File: config.mk
export PLATFORM = sky130hd
export DESIGN_NAME = serial_comp_ctrl
export DESIGN_NICKNAME = d
export VERILOG_FILES = /design/src/rtl/serial_comp_ctrl.sv
export SDC_FILE = /design/constraint.sdc
export NUM_CORES = 1
export LEC_CHECK = 0
export CAP_MARGIN = 0
export CORE_MARGIN = 8
export CORE_UTILIZATION = 51
export DETAILED_ROUTE_END_ITERATION = 12
export PLACE_DENSITY = 0.83
export SYNTH_ARGS = -nofsm -noshare
export SYNTH_HDL_FRONTEND = slang
export SYNTH_SLANG_ARGS = --single-unit
File: constraint.sdc
create_clock -name clk -period 3.6 [get_ports clk]
set_clock_uncertainty 0.05 [all_clocks]
set_input_delay 1.08 -clock clk [delete_from_list [all_inputs] [get_ports clk]]
set_output_delay 1.08 -clock clk [all_outputs]
set_load 0.05 [all_outputs]
File: src/rtl/serial_comp_ctrl.sv
// serial_comp_ctrl: compares two unsigned operands one 2-bit digit at a time,
// MSB digit first, using an external 2-bit comparator on the slice ports.
// Stops at the first unequal digit. Flags a non-one-hot comparator response
// as an error.
module serial_comp_ctrl #(
    parameter int WIDTH = 8
) (
    input  logic             clk,
    input  logic             rst,
    input  logic             start,
    input  logic [WIDTH-1:0] a,
    input  logic [WIDTH-1:0] b,
    output logic [1:0]       slice_a,
    output logic [1:0]       slice_b,
    input  logic             slice_eq,
    input  logic             slice_gt,
    input  logic             slice_lt,
    output logic             busy,
    output logic             done,
    output logic             a_eq_b,
    output logic             a_gt_b,
    output logic             a_lt_b,
    output logic             err
);

    localparam int NDIG  = WIDTH / 2;
    localparam int IDX_W = (NDIG > 1) ? $clog2(NDIG) : 1;
    localparam logic [IDX_W-1:0] IDX_TOP = IDX_W'(NDIG - 1);

    typedef enum logic [1:0] {
        IDLE = 2'd0,
        SCAN = 2'd1,
        DONE = 2'd2
    } state_t;

    state_t           state_q, state_d;
    logic [IDX_W-1:0] idx_q, idx_d;
    logic [WIDTH-1:0] a_cap_q, a_cap_d;
    logic [WIDTH-1:0] b_cap_q, b_cap_d;
    logic             busy_q, busy_d;
    logic             done_q, done_d;
    logic             eq_q, eq_d;
    logic             gt_q, gt_d;
    logic             lt_q, lt_d;
    logic             err_q, err_d;

    logic [1:0]       dig_a, dig_b;
    logic             flags_onehot;

    // Select the current digit of each captured operand; idle slices read as zero.
    always_comb begin
        dig_a = 2'b00;
        dig_b = 2'b00;
        for (int i = 0; i < NDIG; i++) begin
            if (idx_q == IDX_W'(i)) begin
                dig_a = a_cap_q[2*i +: 2];
                dig_b = b_cap_q[2*i +: 2];
            end
        end
        slice_a = (state_q == SCAN) ? dig_a : 2'b00;
        slice_b = (state_q == SCAN) ? dig_b : 2'b00;
    end

    // Exactly one comparator flag must be set for the response to be trusted.
    always_comb begin
        flags_onehot = ({slice_eq, slice_gt, slice_lt} == 3'b100) ||
                       ({slice_eq, slice_gt, slice_lt} == 3'b010) ||
                       ({slice_eq, slice_gt, slice_lt} == 3'b001);
    end

    // Next-state and registered-output logic for the IDLE/SCAN/DONE controller.
    always_comb begin
        state_d = state_q;
        idx_d   = idx_q;
        a_cap_d = a_cap_q;
        b_cap_d = b_cap_q;
        busy_d  = busy_q;
        done_d  = 1'b0;
        eq_d    = eq_q;
        gt_d    = gt_q;
        lt_d    = lt_q;
        err_d   = err_q;
        case (state_q)
            IDLE: begin
                busy_d = 1'b0;
                if (start) begin
                    a_cap_d = a;
                    b_cap_d = b;
                    idx_d   = IDX_TOP;
                    eq_d    = 1'b0;
                    gt_d    = 1'b0;
                    lt_d    = 1'b0;
                    err_d   = 1'b0;
                    busy_d  = 1'b1;
                    state_d = SCAN;
                end
            end
            SCAN: begin
                if (!flags_onehot) begin
                    // Untrusted comparator response: report error, no result.
                    err_d   = 1'b1;
                    busy_d  = 1'b0;
                    done_d  = 1'b1;
                    state_d = DONE;
                end else if (slice_gt) begin
                    gt_d    = 1'b1;
                    busy_d  = 1'b0;
                    done_d  = 1'b1;
                    state_d = DONE;
                end else if (slice_lt) begin
                    lt_d    = 1'b1;
                    busy_d  = 1'b0;
                    done_d  = 1'b1;
                    state_d = DONE;
                end else if (idx_q == '0) begin
                    // Last digit equal: every digit matched.
                    eq_d    = 1'b1;
                    busy_d  = 1'b0;
                    done_d  = 1'b1;
                    state_d = DONE;
                end else begin
                    idx_d   = idx_q - IDX_W'(1);
                end
            end
            DONE: begin
                busy_d  = 1'b0;
                state_d = IDLE;
            end
            default: begin
                busy_d  = 1'b0;
                state_d = IDLE;
            end
        endcase
    end

    // State register with asynchronous reset that aborts any scan in progress.
    always_ff @(posedge clk or posedge rst) begin
        if (rst) begin
            state_q <= IDLE;
            idx_q   <= '0;
            a_cap_q <= '0;
            b_cap_q <= '0;
            busy_q  <= 1'b0;
            done_q  <= 1'b0;
            eq_q    <= 1'b0;
            gt_q    <= 1'b0;
            lt_q    <= 1'b0;
            err_q   <= 1'b0;
        end else begin
            state_q <= state_d;
            idx_q   <= idx_d;
            a_cap_q <= a_cap_d;
            b_cap_q <= b_cap_d;
            busy_q  <= busy_d;
            done_q  <= done_d;
            eq_q    <= eq_d;
            gt_q    <= gt_d;
            lt_q    <= lt_d;
            err_q   <= err_d;
        end
    end

    assign busy   = busy_q;
    assign done   = done_q;
    assign a_eq_b = eq_q;
    assign a_gt_b = gt_q;
    assign a_lt_b = lt_q;
    assign err    = err_q;

endmodule
After elaboration in Yosys (flattened, before gate mapping)
Cells that the tools add are included.
Word-level totals
  bits in registers: 26
  output and inout bits: 10
  bits of input ports: 22
Operators by class
  mux-type cells: 48
  add/subtract/negate cells: 1
  equal/unequal tests: 17
  reduce and logical (&&, ||, !) cells: 12
Operators with widths (number)
  2-bit two-way mux: 20
  1-bit two-way mux: 21
  2-bit inequality test, second input constant: 9
  6-bit AND reduction: 2
  1-bit case mux with 2 select lines: 5
  2-bit case mux with 2 select lines: 2
  5-bit inequality test, second input constant: 1
  5-bit AND reduction: 1
  2-bit by 1-bit equality test with 1-bit output, second input constant: 2
  2-bit equality test, second input constant: 2
  2-bit logical NOT: 2
  2-bit AND reduction: 2
  4-bit AND reduction: 1
  3-bit by 1-bit equality test with 1-bit output, second input constant: 1
  3-bit by 2-bit equality test with 1-bit output, second input constant: 1
  3-bit equality test, second input constant: 1
  3-bit AND reduction: 1
  1-bit logical OR: 2
  2-bit nonzero test: 1
  2-bit by 1-bit subtractor with 2-bit output, second input constant: 1

Logic depth before layout (Yosys ltp)
  depth after elaboration: 6
  depth in mapped cells: 5
  mapped depth without buffers: 5

Least setup slack after synthesis
Ideal clock, no wire load.
  path type: reg2out
  from: reg idx_q[0]
  to: out slice_a[0]
  path slack: -189 ps
  data arrival time: 2659 ps
  stages on the path, launching flop included: 6
  buffers on the path: 0
  required time: 2470 ps
  cell sequence: dfrtp_1 -> inv_1 -> ha_1 -> nor2b_1 -> a221oi_1 -> o41ai_1
On the way
  cells in the longest elaborated chain, start to end: 6
  elaborated cells between the ends (all ways): 9
  classes of those cells: 3 x eq/ne; 5 x mux; 1 x reduce/logical
RTL lines
  from (decl): RTL line 37  | logic [IDX_W-1:0] idx_q, idx_d;
  from (signal assigned): RTL line 151  | idx_q <= idx_d;
  2-bit logical NOT: RTL line 55  | if (idx_q == IDX_W'(i)) begin
  2-bit two-way mux (3 in a row): RTL line 55
  2-bit two-way mux (*): RTL line 55
  2-bit two-way mux (*): RTL line 60  | slice_a = (state_q == SCAN) ? dig_a : 2'b00;
  to (decl): RTL line 13  | output logic [1:0] slice_a,
Mark *: on every way between the ends. The rest lies on a longest branch, timed or not.

Worst setup path after layout
  from: reg idx_q[0]
  to: out slice_b[0]
On the way
  cells in the longest elaborated chain, start to end: 6
  elaborated cells between the ends (all ways): 9
  classes of those cells: 3 x eq/ne; 5 x mux; 1 x reduce/logical
RTL lines
  2-bit logical NOT: RTL line 55
  2-bit two-way mux (3 in a row): RTL line 55
  2-bit two-way mux (*): RTL line 55
  2-bit two-way mux (*): RTL line 61  | slice_b = (state_q == SCAN) ? dig_b : 2'b00;
  to (decl): RTL line 14  | output logic [1:0] slice_b,
Marks and branches as above.

==> reports/qor.txt <==
Tmin final - 3250 ps
Clock-pin slew on the worst setup and hold paths - 140 ps
Hold-fix buffers, CTS - 0
Adder-cell share of the synthesized area - 4.06%
Top sig layer - met4
Clock Path Buffers - 2
CTS sink cnt - 26
WL per Instance - 14.6 um
Multiplexer share of the synthesized area - 1.62%
Vias in the first global route - 1035
Met3 wire length - 189 um
Fmax - 308 MHz
Initial DRC count - 78
Post-Syn Nets - 158
Worst slew pin tran - 947 ps
Initial Utilization - 51.7%
CP max-delay cell - dfrtp_1
Post-Syn Area per Cell - 9.35 um^2
Post-layout util - 67.8%
Power Dens Cells - 523 mW/mm^2
Seq cells post-synth - 26
Drt total wl - 2.84 mm
RSZ-0062 raised after global routing - false
Outcome - complete, no violations
CP endpoint kind - output pin
Syn. warnings - 0
Gr ovfl total - 0
Final slew viol count - 0
Antenna cell count - 0
Detailed-routing wirelength on met1 - 1.26 mm
GPL Wtd Cong - 0.779
Postcts setup bufs - 0
Post-Syn Area - 0.00123 mm^2
Via count - 1023
Hold Slack - 452 ps
Setup ws final - 348 ps
LEAKAGE - 0.805 nW
CP required - 2470 ps
XOR/XNOR Fraction of Synth Area - 0.710%
Via density per instance - 5.27
Largest net degree at the start of global routing - 27
Nets - 191
H-tree depth - 1
Die height - 65.2 um
Share of layout cells above drive strength 1 - 10.4%
Setup-failing EPs final - 0
P&R area growth vs syn - 31.1%
Reg power frac - 48.8%
CTS tree - yes
Initial antenna violation count - 0
First-pass GRT wire length - 4.82 mm
Largest stage delay on the critical path - 440 ps
Dpl hpwl - 2.15 mm
Worst-Skew Late Latency - 310 ps
Top-Level Pins - 32
Final setup TNS - 0 ps
Peak VDD IR - 0.000373 V
Num CTS Buffers - 3
Met2 wire len - 1.38 mm
CTS root buf - clkbuf_4
DRT Pass-1 Iters - 4
Die span in x - 65.2 um
Synth Area in Compound Gates - 9.63%
Row cnt - 18
Max-slew headroom - 36.8%
Max-cap violations - 0
Switching pwr - 0.309 mW
Final ANT Viol Nets - 0
Post-cts sizing count - 0
Die area - 0.00425 mm^2
Internal Power - 0.538 mW
Sequential area share after synthesis - 52.7%
Startpoint types - flip-flop
Clk pwr share - 17.0%
Netlist cell types - 25
Tightest Hold Check Type - flip-flop to flip-flop
Data arrival time of the worst path - 2120 ps
Comb pwr share - 34.2%
Part of the cycle the worst path needs - 90.3%
Crit Path Class - flip-flop to output pin
Main combinational cell family by area after synthesis - simple AND/OR/NAND/NOR gates
Simple-gate portion of the synthesized area - 27.5%
Post-place setup slack - 713 ps
# DRC - 0
IO Port Bufs - 31
GRT Total Usage - 14.3%
Crit Path Max Fanout - 5
CP Cell Sequence - inv_1, ha_1, nor2b_1, a221oi_1, o41ai_2, buf_4
Final Hold Fails - 0
Cell count after synthesis - 132
CORE AREA - 0.00239 mm^2
Switching Fraction - 36.5%
==> worst paths after layout <==
check | from | endpoint | slack, ps | cells past startpoint
min in group asynchronous | rst | busy | 1210 | 2
hold / removal | b_cap_q[7] | b_cap_q[7] | 450 | 2
max in group asynchronous | rst | b_cap_q[6] | 1720 | 2
setup / recovery | idx_q[0] | slice_b[0] | 350 | 6
hold reg to reg | b_cap_q[7] | b_cap_q[7] | 450 | 2
setup reg to reg | state_q[0] | a_cap_q[5] | 2030 | 4
==> layout make-up <==
type | count | area [um^2]
timing repair buffer | 32 | 308
multi-input combinational | 97 | 567
sequential | 26 | 651
clock buffer | 4 | 36.3
inverter | 5 | 18.8
tap | 30 | 37.5
fill | 216 | 769
==> cells in the mapped netlist <==
library cell / n / share of area, %
a21oi_1: 3 / 1.2
a221oi_1: 4 / 2.8
a31oi_1: 1 / 0.51
a32o_1: 2 / 1.6
and4bb_2: 1 / 1.0
buf_1: 1 / 0.30
buf_2: 1 / 0.41
buf_4: 1 / 0.61
buf_6: 1 / 0.91
dfrtp_1: 26 / 53
ha_1: 4 / 4.1
inv_1: 5 / 1.5
mux2i_1: 2 / 1.6
nand2_1: 52 / 16
nand2b_1: 1 / 0.51
nand3_1: 5 / 2.0
nor2_1: 6 / 1.8
nor2b_1: 6 / 3.0
nor3_1: 1 / 0.41
nor3b_2: 1 / 1.0
o31ai_1: 1 / 0.61
o41ai_1: 4 / 2.8
or2b_4: 1 / 0.91
or3b_4: 1 / 0.91
xnor2_1: 1 / 0.71
==> worst max-delay path, delay by kind of cell (launching register included) <==
family	cells	cell delay [ps]
AO/OA/AOI/OAI	2	470
flip-flops	1	440
adder cells (fa/ha/maj)	1	210
buffers and inverters	2	360
AND/OR/NAND/NOR	1	330
==> cells by family after synthesis <==
| logic type | count (synthesis) |
|---|---|
| and+or+nand+nor | 75 |
| DFF | 26 |
| AOI/OAI and AO/OA | 15 |
| buffers and inverters | 9 |
| adders and majority gates | 4 |
| muxes | 2 |
| xor gates and xnor gates | 1 |
==> sequential cells by signal, indices dropped and copies added, names as in the netlist <==
signal   cells
done         1
a_eq_b       1
idx_q        2
a_cap_q      8
a_gt_b       1
busy         1
err          1
a_lt_b       1
b_cap_q      8
state_q      2
==> placed cells by master, fill, tap and decap left out, types with 2 or more instances in the layout <==
master           netlist  final
clkbuf_4               0      3
ha_1                   4      4
a32o_1                 2      2
clkdlybuf4s50_1        0     27
dfrtp_1               26     26
mux2i_1                2      2
nor2_1                 6      6
buf_4                  1      5
a221oi_1               4      4
nor2b_1                6      6
a21oi_1                3      3
inv_1                  5      5
nand3_1                5      5
nand2_1               52     52
o41ai_2                0      4
==> per-stage QoR <==
step / power, mW / std cells / cell area (um^2)
2_1_floorplan: 0.612 / 132 / 1260
6_report: 0.847 / 194 / 1620
3_3_place_gp: 0.700 / 190 / 1580
5_1_grt: 0.905 / 194 / 1620
3_5_place_dp: 0.712 / 190 / 1580
4_1_cts: 0.854 / 194 / 1620
==> power groups by stage <==
| stage | Combinational, mW | Clock, mW | Sequential, mW |
|---|---|---|---|
| after floorplan | 0.168 | 0 | 0.444 |
| final | 0.289 | 0.144 | 0.413 |
| after detailed placement | 0.294 | 0 | 0.418 |
| after global placement | 0.284 | 0 | 0.417 |
| after CTS | 0.294 | 0.147 | 0.413 |
| after global routing | 0.319 | 0.164 | 0.422 |
==> routing by layer <==
metal	global-route usage, %	vias to the layer above
met5	0	-
met4	4.09	0
met3	4.76	2
met2	23.6	25
met1	17.2	490
li1	-	506
(Power assumes the default switching activity.)
